**src/rtl/sd_emmc_cmd_tx.sv**
```systemverilog
// Serialises one SD/eMMC command frame (start, dir, index, arg, CRC7, end) onto CMD,
// advancing one bit per sd_ce strobe, then drives TAIL_BITS idle ones before releasing the line.
module sd_emmc_cmd_tx #(
  parameter int unsigned TAIL_BITS = 8
) (
  input  logic        clk,
  input  logic        rst_n,
  input  logic        sd_ce,
  input  logic        cmd_valid,
  output logic        cmd_ready,
  input  logic [5:0]  cmd_index,
  input  logic [31:0] cmd_arg,
  output logic        cmd_out,
  output logic        cmd_oe,
  output logic        busy,
  output logic        done,
  output logic [1:0]  state_dbg
);

  localparam int TW = (TAIL_BITS > 0) ? $clog2(TAIL_BITS + 1) : 1;
  localparam logic [TW-1:0] TAIL_LAST = TW'(TAIL_BITS);

  localparam logic [1:0] S_IDLE  = 2'd0;
  localparam logic [1:0] S_SHIFT = 2'd1;
  localparam logic [1:0] S_TAIL  = 2'd2;

  // Handshake: a command is taken on any cycle where cmd_valid and cmd_ready are both high;
  // cmd_ready is high only in IDLE and drops the cycle after an accept.

  logic [1:0]    state_q, state_d;
  logic [39:0]   hdr_q, hdr_d;
  logic [6:0]    crc_q, crc_d;
  logic [5:0]    bit_cnt_q, bit_cnt_d;
  logic [TW-1:0] tail_cnt_q, tail_cnt_d;
  logic          out_q, out_d;
  logic          oe_q, oe_d;
  logic          busy_q, busy_d;
  logic          done_q, done_d;
  logic          ready_q, ready_d;
  logic          crc_fb;

  assign crc_fb = hdr_q[39] ^ crc_q[6];

  always_comb begin
    state_d    = state_q;
    hdr_d      = hdr_q;
    crc_d      = crc_q;
    bit_cnt_d  = bit_cnt_q;
    tail_cnt_d = tail_cnt_q;
    out_d      = out_q;
    oe_d       = oe_q;
    busy_d     = busy_q;
    done_d     = 1'b0;
    ready_d    = ready_q;
    case (state_q)
      S_IDLE: begin
        if (cmd_valid && ready_q) begin
          hdr_d     = {2'b01, cmd_index, cmd_arg};
          crc_d     = '0;
          bit_cnt_d = '0;
          busy_d    = 1'b1;
          ready_d   = 1'b0;
          state_d   = S_SHIFT;
        end
      end
      S_SHIFT: begin
        if (sd_ce) begin
          oe_d      = 1'b1;
          bit_cnt_d = bit_cnt_q + 6'd1;
          if (bit_cnt_q < 6'd40) begin
            out_d = hdr_q[39];
            hdr_d = {hdr_q[38:0], 1'b0};
            crc_d = {crc_q[5:3], crc_q[2] ^ crc_fb, crc_q[1:0], crc_fb};
          end else if (bit_cnt_q < 6'd47) begin
            out_d = crc_q[6];
            crc_d = {crc_q[5:0], 1'b0};
          end else begin
            out_d      = 1'b1;
            bit_cnt_d  = '0;
            tail_cnt_d = '0;
            state_d    = S_TAIL;
          end
        end
      end
      S_TAIL: begin
        if (sd_ce) begin
          out_d = 1'b1;
          if (tail_cnt_q == TAIL_LAST) begin
            oe_d    = 1'b0;
            done_d  = 1'b1;
            busy_d  = 1'b0;
            ready_d = 1'b1;
            state_d = S_IDLE;
          end else begin
            tail_cnt_d = tail_cnt_q + 1'b1;
          end
        end
      end
      default: begin
        out_d   = 1'b1;
        oe_d    = 1'b0;
        busy_d  = 1'b0;
        ready_d = 1'b1;
        state_d = S_IDLE;
      end
    endcase
  end

  always_ff @(posedge clk or negedge rst_n) begin
    if (!rst_n) begin
      state_q    <= S_IDLE;
      hdr_q      <= '0;
      crc_q      <= '0;
      bit_cnt_q  <= '0;
      tail_cnt_q <= '0;
      out_q      <= 1'b1;
      oe_q       <= 1'b0;
      busy_q     <= 1'b0;
      done_q     <= 1'b0;
      ready_q    <= 1'b1;
    end else begin
      state_q    <= state_d;
      hdr_q      <= hdr_d;
      crc_q      <= crc_d;
      bit_cnt_q  <= bit_cnt_d;
      tail_cnt_q <= tail_cnt_d;
      out_q      <= out_d;
      oe_q       <= oe_d;
      busy_q     <= busy_d;
      done_q     <= done_d;
      ready_q    <= ready_d;
    end
  end

  assign cmd_out   = out_q;
  assign cmd_oe    = oe_q;
  assign busy      = busy_q;
  assign done      = done_q;
  assign cmd_ready = ready_q;
  assign state_dbg = state_q;

endmodule

```
**config.mk**
```make
export PLATFORM = sky130hd
export DESIGN_NAME = sd_emmc_cmd_tx
export DESIGN_NICKNAME = d
export VERILOG_FILES = /design/src/rtl/sd_emmc_cmd_tx.sv
export SDC_FILE = /design/constraint.sdc
export NUM_CORES = 1
export LEC_CHECK = 0
export BUFFER_PORTS_ARGS = -buffer_cell sky130_fd_sc_hd__buf_4
export CAP_MARGIN = 0
export CORE_AREA = 2 2 91 93
export DETAILED_ROUTE_END_ITERATION = 16
export DIE_AREA = 0 0 93 95
export SYNTH_ARGS = -nofsm -noshare
export SYNTH_HDL_FRONTEND = slang
export SYNTH_SLANG_ARGS = --single-unit
```
**constraint.sdc**
```tcl
create_clock -name clk -period 1.9 [get_ports clk]
set_input_delay 0 -clock clk [delete_from_list [all_inputs] [get_ports clk]]
set_output_delay 0 -clock clk [all_outputs]
set_load 0.02 [all_outputs]
```
Yosys cells after proc, flatten, opt, wreduce, memory -nomap -nowiden:

Index checks and enable logic that the tools add are counted.

* latch bits: 0
* ROM bits: 0
* output and inout bits: 7
* register bits: 64
* word-level logic and storage cells: 86
* bits of input ports: 42
* bits in writable memories: 0
* memories kept: 0

* shifts and indexed selects: 0
* bitwise gates (word level): 4
* multipliers: 0
* div/mod/pow operators: 0
* magnitude comparators: 2
* reduce and logical (&&, ||, !) cells: 12
* mux-type cells: 44
* equality and inequality tests: 12
* add/subtract/negate cells: 2

Operators by type and width (count)
* 2-to-1 mux 40 bit: 3
* case mux 40 bit (2 select lines): 1
* 2-to-1 mux 7 bit: 4
* 2-to-1 mux 6 bit: 4
* 2-to-1 mux 4 bit: 5
* != test 2 bit (second input constant): 8
* AND reduction 4 bit: 4
* case mux 7 bit (2 select lines): 1
* 2-to-1 mux 1 bit: 13
* < comparator 6 bit (second input constant): 2
* 2-to-1 mux 2 bit: 6
* case mux 1 bit (3 select lines): 4
* case mux 6 bit (2 select lines): 1
* AND reduction 6 bit: 2
* case mux 4 bit (2 select lines): 1
* adder 6 x 1 -> 6 bit (second input constant): 1
* case mux 2 bit (3 select lines): 1
* AND reduction 3 bit: 2
* adder 4 x 1 -> 4 bit (second input constant): 1
* equality test 4 bit (second input constant): 1
* nonzero test 2 bit: 2
* != test 3 bit (second input constant): 1
* equality test 2 x 1 -> 1 bit (second input constant): 1
* equality test 2 bit (second input constant): 1
* other kinds (4): 6

Depth between registers and ports, before layout:

Gate-level depths: netlist (run 1).

* depth after elaboration: 5
* depth in mapped cells: 8
* depth with buffers taken out: 6

Worst setup path before layout (run 1):

Ideal clock, no wire load.

* path type: flip-flop to flip-flop
* start point: reg state_q[0], in the netlist state_dbg[0]
* end point: reg bit_cnt_q[3]
* data required time: 1.824 ns
* cell stages (with the launch flop): 6
* data arrival time: 1.581 ns
* clock period less this slack: 1.657 ns
* slack: 0.243 ns
* buffers on the path: 1
* library setup time: 0.076 ns
* cells stage by stage: dfrtp_1 -> buf_6 -> and4bb_4 -> nor2_4 -> or4_1 -> o21ai_1

* word-level cells in the longest chain between the ends: 3
* elaborated cells on any way between the ends: 7
* classes of those cells: eq/ne: 3; mux: 1; reduce/logical: 3

Ends and longest elaborated chain
* start, declared: RTL line 30 `logic [1:0] state_q, state_d;`
* start signal, assigned: RTL line 122 `state_q <= state_d;`
* equality test 2 x 1 -> 1 bit / logical NOT 2 bit (equally long branches): RTL line 55 `case (state_q)`
* != test 2 bit (no line) / nonzero test 2 bit (equally long branches)
* AND reduction 3 bit (no line)
* end signal, assigned: RTL line 125 `bit_cnt_q <= bit_cnt_d;`
* end, declared: RTL line 33 `logic [5:0] bit_cnt_q, bit_cnt_d;`

Parallel ways exist; a longest one is shown, timed or not.
A chain may end at the register's enable or synchronous reset.

Worst setup path in the final report (run 1):

* start point: reg state_q[1], in the netlist state_dbg[1]
* end point: reg bit_cnt_q[3]

The elaborated chain is that of the path after synthesis.

==> results of run 1 <==
## stage by stage
step	area (um2)	power (mW)	utilization [%]
floorplan	3040	3.54	-
finish	4090	5.03	51.6
detailed placement	3520	3.99	44.4
global placement	3520	3.94	44.4
global route	4090	5.45	51.6
CTS	4090	5.11	51.6
## synthesized netlist by cell type, types with 2 or more instances
master | number | area share [%]
inv_1 | 8 | 0.99
nand3_1 | 8 | 1.3
nor3_1 | 2 | 0.33
nor2_1 | 4 | 0.49
clkbuf_1 | 4 | 0.49
a21oi_1 | 6 | 0.99
nor3b_1 | 3 | 0.74
o21a_1 | 2 | 0.49
buf_6 | 4 | 1.5
dfstp_2 | 2 | 1.7
a21o_1 | 2 | 0.49
a22o_1 | 7 | 2.0
ha_1 | 3 | 1.2
nor2b_1 | 2 | 0.41
mux2i_1 | 37 | 12
nand2_1 | 49 | 6.1
dfrtp_1 | 62 | 51
o21ai_0 | 31 | 5.1
o21ai_1 | 20 | 3.3
buf_4 | 3 | 0.74
and3_1 | 2 | 0.41
buf_2 | 5 | 0.82
## routing by layer
metal  vias to the layer above  global-route usage, %
met1                      1116                   19.2
met2                        44                   24.9
li1                       1193                      -
met4                         0                   3.31
met5                         -                      0
met3                         2                   5.99
## power breakdown
| part | internal (mW) | leakage [nW] | total [mW] | switching, mW |
|---|---|---|---|---|
| Combinational | 0.894 | 1.02 | 1.81 | 0.918 |
| Clock | 0.538 | 0.0865 | 1.02 | 0.479 |
| Sequential | 1.88 | 0.811 | 2.20 | 0.324 |
## flip-flops by register name (all words and copies together) (netlist names)
| name | flops |
|---|---|
| busy | 1 |
| state_dbg | 2 |
| hdr_q | 40 |
| tail_cnt_q | 4 |
| cmd_ready | 1 |
| cmd_oe | 1 |
| done | 1 |
| crc_q | 7 |
| cmd_out | 1 |
| bit_cnt_q | 6 |
## final timing paths
check	slack [ns]	end	start	cells past startpoint
setup / recovery	0.18	bit_cnt_q[3]	state_dbg[1]	4
hold / removal	0.04	bit_cnt_q[4]	sd_ce	3
setup reg to reg	0.18	bit_cnt_q[3]	state_dbg[1]	4
hold reg to reg	0.48	hdr_q[26]	hdr_q[26]	2
max in group asynchronous	1.09	tail_cnt_q[3]	rst_n	2
min in group asynchronous	0.29	hdr_q[21]	rst_n	2
## worst max-delay path: stages, from the launching register on
cell     delay [ns]
dfrtp_1        0.47
and3b_1        0.48
nor2_4         0.11
or4_1          0.50
o21ai_1        0.09
## final cells by class
class                      count  area share [%]
sequential                    64            39.2
multi-input combinational    200            31.9
timing repair buffer          95            20.8
clock buffer                  14            3.98
tap                          105            3.21
inverter                       8           0.734
clock inverter                 1           0.122
## cells by family (layout without fill, tap and decap cells)
kind of cell,count (synthesis),count (layout),share of synthesized area [%]
AOI/OAI and AO/OA,79,79,15.8
xor gates and xnor gates,2,2,0.576
adders and majority gates,4,4,1.56
buffers and inverters,25,118,4.78
DFF,64,64,52.8
muxes,38,38,12.6
and+or+nand+nor,77,77,11.9
## repair_timing
item,CTS,global route
endpoints found under the hold margin,101,0
gates resized for setup,0,0
setup endpoints to repair,0,0
setup buffers,0,0
hold buffers,40,0
==> flow_metrics.py, run 1 <==
metrics = {
    "run_status": {
        "status": "finished, final reports clean",
    },
    "final_layout": {
        "final_cell_mix": "dfrtp_1 (62), buf_4 (52), nand2_1 (49)",
        "area_delta_synth_final_pct": 34.5,
        "multiInputGateArea_mm2": 0.00131,
        "register_area_mm2": 0.00160,
        "fill_cells": 740,
        "final_common_cell": "dfrtp_1",
        "fin_cells": 487,
        "final_nets": 423,
        "diodes": 0,
        "drive_gt1_share_pct": 20.2,
    },
    "global_route": {
        "grt_usage_pct": 15.2,
        "grt_overflow": 0,
        "antenna_found_initial": 0,
        "grt_pass1_wl_um": 10600,
        "grt_max_degree": 65,
        "grt_pass1_vias": 2320,
    },
    "pwr": {
        "leakagePower_nw": 1.92,
        "p_per_area_mw_per_mm2": 1230,
        "ir_worst_vdd_mv": 0.650,
    },
    "clock_network": {
        "clk_latency_ns": 0.33,
        "cts-buffers-inserted": 9,
        "clock-root-buffer": "clkbuf_8",
        "clock_sinks": 64,
        "cts_tree": "yes",
        "htree_levels": 3,
        "clk_pin_slew_ns": 0.06,
        "cts_buffer_depth": 2,
    },
    "routing": {
        "viasPerCell": 4.84,
        "drcViolationCount": 0,
        "drtAntennaViolNets": 0,
        "wl_per_cell_um": 12.3,
        "met3_length_um": 285,
        "firstDrtPassIters": 4,
        "met2_wirelength_um": 2850,
        "routed_wl_um": 6000,
        "drt_iter0_markers": 114,
        "drt-met1-wl_um": 2850,
        "dr.max_layer_used": "met4",
        "vias": 2355,
    },
    "synth": {
        "ys_warn_count": 0,
        "syn_avg_cell_area_um2": 10.5,
        "async_flop_share_pct": 100,
        "netlist_instances": 289,
        "synth_edf_count": 0,
        "synth_cell_types": 45,
        "netlist_area_mm2": 0.00304,
        "synth-main-ff-cell": "dfrtp_1",
        "ys_seq_elements": 64,
        "synth.net_count": 334,
        "ys_seq_area_share_pct": 52.8,
    },
    "floorplanning": {
        "die_area_mm2": 0.00884,
        "die_h_um": 95,
        "die_w_um": 93,
        "ios": 49,
        "rows": 33,
        "core_mm2": 0.00793,
        "initial_core_util_pct": 38.3,
    },
    "timing": {
        "fmax_ghz": 0.580,
        "min_period_over_period_pct": 90.7,
        "fin_skew_ns": 0.00750,
        "fin_crit_ns": 1.72,
        "rsz0062_at_grt": "false",
        "maxSlewViolCount": 0,
        "setup_viol": 0,
        "setup_tns_ns": 0,
        "fin_hold_ws_ns": 0.0445,
        "finalHoldViolCount": 0,
        "slew_headroom_pct": 46.9,
        "tightest_slew_ns": 0.796,
        "setup_slack_ns": 0.176,
    },
    "critical_path": {
        "cp_max_fo": 10,
        "required_ns": 2.16,
        "cp.arrival_ns": 1.98,
        "crit_path_end_kind": "register",
        "path_class": "reg -> reg",
        "start_kind": "register",
    },
    "placement": {
        "port_buffers": 48,
        "finalWeightedCongestion": 0.751,
        "dp_hpwl_um": 3840,
        "post-place-ws_ns": 0.184,
        "dpl.cell_count": 432,
    },
    "flow_run": {
        "maxCapViolations": 0,
    },
    "worst_hold_path": {
        "hold_path.class": "in -> reg",
    },
}
(Power assumes the default switching activity.)
==> run 2, diff against run 1 <==
Settings changed: PLACE_DENSITY set to 0.54.
==> run 2 against run 1 <==
Against the previous run:
- non-clock buffer count increased by 1
- final area is 0.86% higher
- critical path depth unchanged
- core utilization increased by 0.44 points
- die area did not move
==> flow_metrics.py, run 2 (synthesis results as in run 1) <==
metrics = {
    "run_status": {
        "status": "finished, final reports clean",
    },
    "clock_network": {
        "htree_levels": 3,
        "clk_pin_slew_ns": 0.07,
        "cts.repair.resized": 0,
        "clock_sinks": 64,
        "clock-root-buffer": "clkbuf_8",
        "cts_buffer_depth": 2,
        "cts-buffers-inserted": 9,
        "cts_tree": "yes",
        "clk_latency_ns": 0.34,
    },
    "routing": {
        "routed_wl_um": 6370,
        "drcViolationCount": 0,
        "drtAntennaViolNets": 0,
        "firstDrtPassIters": 4,
        "wl_per_cell_um": 13.1,
        "viasPerCell": 4.86,
        "vias": 2371,
        "drt_iter0_markers": 93,
    },
    "timing": {
        "tightest_slew_ns": 0.832,
        "setup_tns_ns": 0,
        "rsz0062_at_grt": "false",
        "finalHoldViolCount": 0,
        "slew_headroom_pct": 44.6,
        "setup_viol": 0,
        "fmax_ghz": 0.579,
        "fin_crit_ns": 1.73,
        "setup_slack_ns": 0.173,
        "maxSlewViolCount": 0,
        "fin_skew_ns": 0.00711,
        "min_period_over_period_pct": 90.9,
    },
    "final_layout": {
        "largest_reg_flops": 40,
        "final_cell_mix": "dfrtp_1 (62), buf_4 (52), nand2_1 (49)",
        "area_delta_synth_final_pct": 35.7,
        "final_common_cell": "dfrtp_1",
        "reg_top3": "hdr_q x40, crc_q x7, bit_cnt_q x6",
        "largest_register": "hdr_q",
        "final_nets": 424,
        "diodes": 0,
        "drive_gt1_share_pct": 20.9,
        "fin_cells": 488,
        "layout.core_utilization_pct": 52.0,
    },
    "global_route": {
        "grt_usage_pct": 16.0,
        "grt_pass1_vias": 2342,
        "antenna_found_initial": 0,
        "grt_overflow": 0,
        "grt_max_degree": 65,
        "grt_pass1_wl_um": 11300,
    },
    "placement": {
        "dp_hpwl_um": 3990,
        "finalWeightedCongestion": 0.795,
        "port_buffers": 48,
        "post-place-ws_ns": 0.175,
        "dpl.cell_count": 433,
    },
    "critical_path": {
        "r2r_cells": 4,
        "path_class": "reg -> reg",
        "required_ns": 2.16,
        "cp_max_fo": 10,
        "start_kind": "register",
        "crit_path_end_kind": "register",
        "cp.arrival_ns": 1.99,
    },
    "floorplanning": {
        "initial_core_util_pct": 38.3,
        "core_mm2": 0.00793,
        "rows": 33,
        "die_h_um": 95,
        "ios": 49,
        "die_area_mm2": 0.00884,
        "die_w_um": 93,
    },
    "flow_run": {
        "maxCapViolations": 0,
    },
    "worst_hold_path": {
        "hold_path.class": "in -> reg",
        "hold_path_depth": 3,
    },
    "pwr": {
        "p_per_area_mw_per_mm2": 1250,
        "leakagePower_nw": 1.94,
        "total_power_mw": 5.17,
        "ir_worst_vdd_mv": 0.541,
    },
}
## run 2: cell types whose count changed in the layout (fill, tap and decap cells not counted), sizes merged
cell | before | now
clkinv | 1 | 2
buf | 55 | 56
clkbuf | 14 | 13
## run 2: power by group
group          total (mW)  switching, mW  internal, mW  leakage, nW
Sequential           2.20          0.325          1.88        0.811
Clock                1.09          0.519         0.575       0.0955
Combinational        1.87          0.941         0.931         1.03
## run 2: final timing paths
| path | startpoint | end | slack [ns] |
|---|---|---|---|
| worst max-delay path | state_dbg[0] | bit_cnt_q[3] | 0.17 |
| worst min-delay path | sd_ce | state_dbg[0] | 0.05 |
| worst max register to register | state_dbg[0] | bit_cnt_q[3] | 0.17 |
| worst min register to register | busy | busy | 0.48 |
| max in group asynchronous | rst_n | bit_cnt_q[0] | 1.05 |
| min in group asynchronous | rst_n | tail_cnt_q[1] | 0.28 |
## run 2: per-layer routing
layer | vias up | GRT usage (%) | routed length [um]
met5 | - | 0 | 0
met4 | 0 | 6.86 | 102
met3 | 10 | 3.11 | 220
met2 | 47 | 23.9 | 2840
met1 | 1112 | 22.9 | 3220
li1 | 1202 | - | -
## run 2: timing repair
| action | 4_1_cts | 5_1_grt |
|---|---|---|
| hold buffers | 40 | 0 |
| setup buffers | 0 | 0 |
| endpoints found under the hold margin | 101 | 0 |
## run 2: area by class of cell
type	count	area, um2
fillers	726	3800
flip-flops and latches	64	1600
multi-input cells	200	1310
repair buffers	96	871
clock buffers	13	169
well taps	105	131
inverters	8	30.0
clock inverters	2	13.8
## run 2: worst max-delay path: stages (launching register included)
cell,delay (ns)
dfrtp_1,0.50
and3b_1,0.44
nor2_4,0.12
or4_1,0.51
o21ai_1,0.08
## run 2: metrics by stage
stage / hold slack [ns] / instance area (um2)
3_5_place_dp: 0.153 / 3540
4_1_cts: 0.0375 / 4120
5_1_grt: 0.0651 / 4120
2_1_floorplan: -0.296 / 3040
6_report: 0.0474 / 4120
3_3_place_gp: 0.165 / 3540
==> run 3, diff against run 2 <==
Settings changed: BUFFER_PORTS_ARGS -buffer_cell sky130_fd_sc_hd__buf_4 to not set, CORE_AREA 2 2 91 93 to 2 2 101 83, DIE_AREA 0 0 93 95 to 0 0 103 85, DONT_BUFFER_PORTS set to 1, PLACE_DENSITY 0.54 to 0.5.
==> run 3 against run 2 <==
Against the previous run:
- sequential power is essentially flat
- largest power group unchanged
- clock power grew 19%
- die area fell by 0.91%
- critical path depth stayed put
- via count down 6.5%
- final cell count down 8.2%
==> flow_metrics.py, run 3 (synthesis results as in run 1) <==
metrics = {
    "timing": {
        "rsz0062_at_grt": "false",
        "slew_headroom_pct": 70.4,
        "setup_slack_ns": 0.170,
        "finalHoldViolCount": 0,
        "fin_hold_ws_ns": 0.0325,
        "setup_tns_ns": 0,
        "fin_crit_ns": 1.73,
        "setup_viol": 0,
        "maxSlewViolCount": 0,
        "fin_skew_ns": 0.00704,
        "fmax_ghz": 0.578,
        "min_period_over_period_pct": 91.1,
        "tightest_slew_ns": 0.440,
    },
    "critical_path": {
        "cp-endpoint": "bit_cnt_q[3]",
        "start_kind": "register",
        "r2r_slack_ns": 0.17,
        "path_class": "reg -> reg",
        "required_ns": 2.17,
        "worstReg2RegEnd": "bit_cnt_q[3]",
        "r2r_cells": 4,
        "cp.arrival_ns": 2.00,
        "reg2reg_from": "state_dbg[0]",
        "cp_max_fo": 10,
        "startpoint": "state_dbg[0]",
        "crit_path_end_kind": "register",
    },
    "global_route": {
        "grt_max_degree": 65,
        "antenna_found_initial": 0,
        "grt_overflow": 0,
        "grt_usage_pct": 15.9,
        "grt_pass1_wl_um": 10800,
        "grt_pass1_vias": 2258,
    },
    "routing": {
        "vias": 2216,
        "firstDrtPassIters": 4,
        "drt_iter0_markers": 105,
        "routed_wl_um": 6390,
        "viasPerCell": 4.95,
        "drtAntennaViolNets": 0,
        "drcViolationCount": 0,
        "wl_per_cell_um": 14.3,
    },
    "final_layout": {
        "area_delta_synth_final_pct": 26.1,
        "diodes": 0,
        "final_nets": 380,
        "reg_top3": "hdr_q x40, crc_q x7, bit_cnt_q x6",
        "largest_register": "hdr_q",
        "final_common_cell": "dfrtp_1",
        "drive_gt1_share_pct": 10.9,
        "fill_cells": 756,
        "final_cell_area_mm2": 0.00383,
        "largest_reg_flops": 40,
        "layout.core_utilization_pct": 49.3,
        "final_cell_mix": "dfrtp_1 (62), nand2_1 (49), dlygate4sd3_1 (41)",
    },
    "pwr": {
        "p_per_area_mw_per_mm2": 1370,
        "leakagePower_nw": 1.74,
        "ir_worst_vdd_mv": 0.602,
    },
    "clock_network": {
        "cts_setup_buffers": 0,
        "clk_pin_slew_ns": 0.07,
        "cts.repair.resized": 0,
        "clock-root-buffer": "clkbuf_8",
        "clk_latency_ns": 0.34,
        "cts_buffer_depth": 2,
        "cts_tree": "yes",
        "postCtsHoldBufs": 42,
        "clock_sinks": 64,
        "cts-buffers-inserted": 9,
        "htree_levels": 3,
    },
    "run_status": {
        "status": "finished, final reports clean",
    },
    "floorplanning": {
        "die_w_um": 103,
        "core_mm2": 0.00776,
        "rows": 29,
        "ios": 49,
        "die_h_um": 85,
        "die_area_mm2": 0.00876,
        "initial_core_util_pct": 39.1,
    },
    "worst_hold_path": {
        "hold_path.class": "in -> reg",
    },
    "placement": {
        "port_buffers": 0,
        "dp_hpwl_um": 4060,
        "post-place-ws_ns": 0.176,
        "finalWeightedCongestion": 0.732,
        "dpl-instance-area_mm2": 0.00317,
    },
    "flow_run": {
        "maxCapViolations": 0,
    },
}
[run 3: changes by cell type in the layout (fill, tap and decap cells not counted)]
cell / before / now
clkbuf_1: 1 / 0
clkinvlp_4: 0 / 1
buf_16: 0 / 1
clkbuf_8: 12 / 9
buf_4: 52 / 8
inv_6: 0 / 1
buf_12: 4 / 2
bufinv_16: 0 / 2
clkinv_2: 1 / 2
dlygate4sd3_1: 40 / 41
[run 3: worst min path at each step]
stage | end | from | depth (start not counted)
2_1_floorplan | bit_cnt_q[0] | rst_n | 0
3_3_place_gp | tail_cnt_q[1] | rst_n | 0
3_5_place_dp | tail_cnt_q[1] | rst_n | 0
4_1_cts | tail_cnt_q[1] | sd_ce | 3
5_1_grt | tail_cnt_q[1] | sd_ce | 3
6_report | tail_cnt_q[1] | sd_ce | 3
[run 3: metrics by stage]
step / std cells / total power [mW]
after floorplan: 289 / 3.54
after global placement: 390 / 3.85
after detailed placement: 390 / 3.89
after CTS: 448 / 5.33
after global routing: 448 / 5.67
final: 448 / 5.24
[run 3: worst max-delay path, cell delays in order (launching register included)]
cell     delay (ns)
dfrtp_1        0.50
and3b_1        0.45
nor2_4         0.12
or4_1          0.51
o21ai_1        0.08
[run 3: metal layers]
layer  track usage, %  share of wire [%]
met1             22.1                 49
met2             23.7                 46
met3             5.52                4.2
met4             4.67                1.1
met5                0                  0
[run 3: final cells by class]
cell class | count | area, um2 | area share (%)
clock buffer | 9 | 124 | 3.23
clock inverter | 7 | 95.1 | 2.48
timing repair buffer | 52 | 538 | 14.0
multi-input combinational | 200 | 1310 | 34.1
inverter | 8 | 30.0 | 0.784
tap | 108 | 135 | 3.53
sequential | 64 | 1600 | 41.9
[run 3: where the power goes]
| group | internal (mW) | total [mW] | switching, mW |
|---|---|---|---|
| Clock | 0.740 | 1.30 | 0.564 |
| Combinational | 0.820 | 1.72 | 0.896 |
| Sequential | 1.88 | 2.22 | 0.349 |
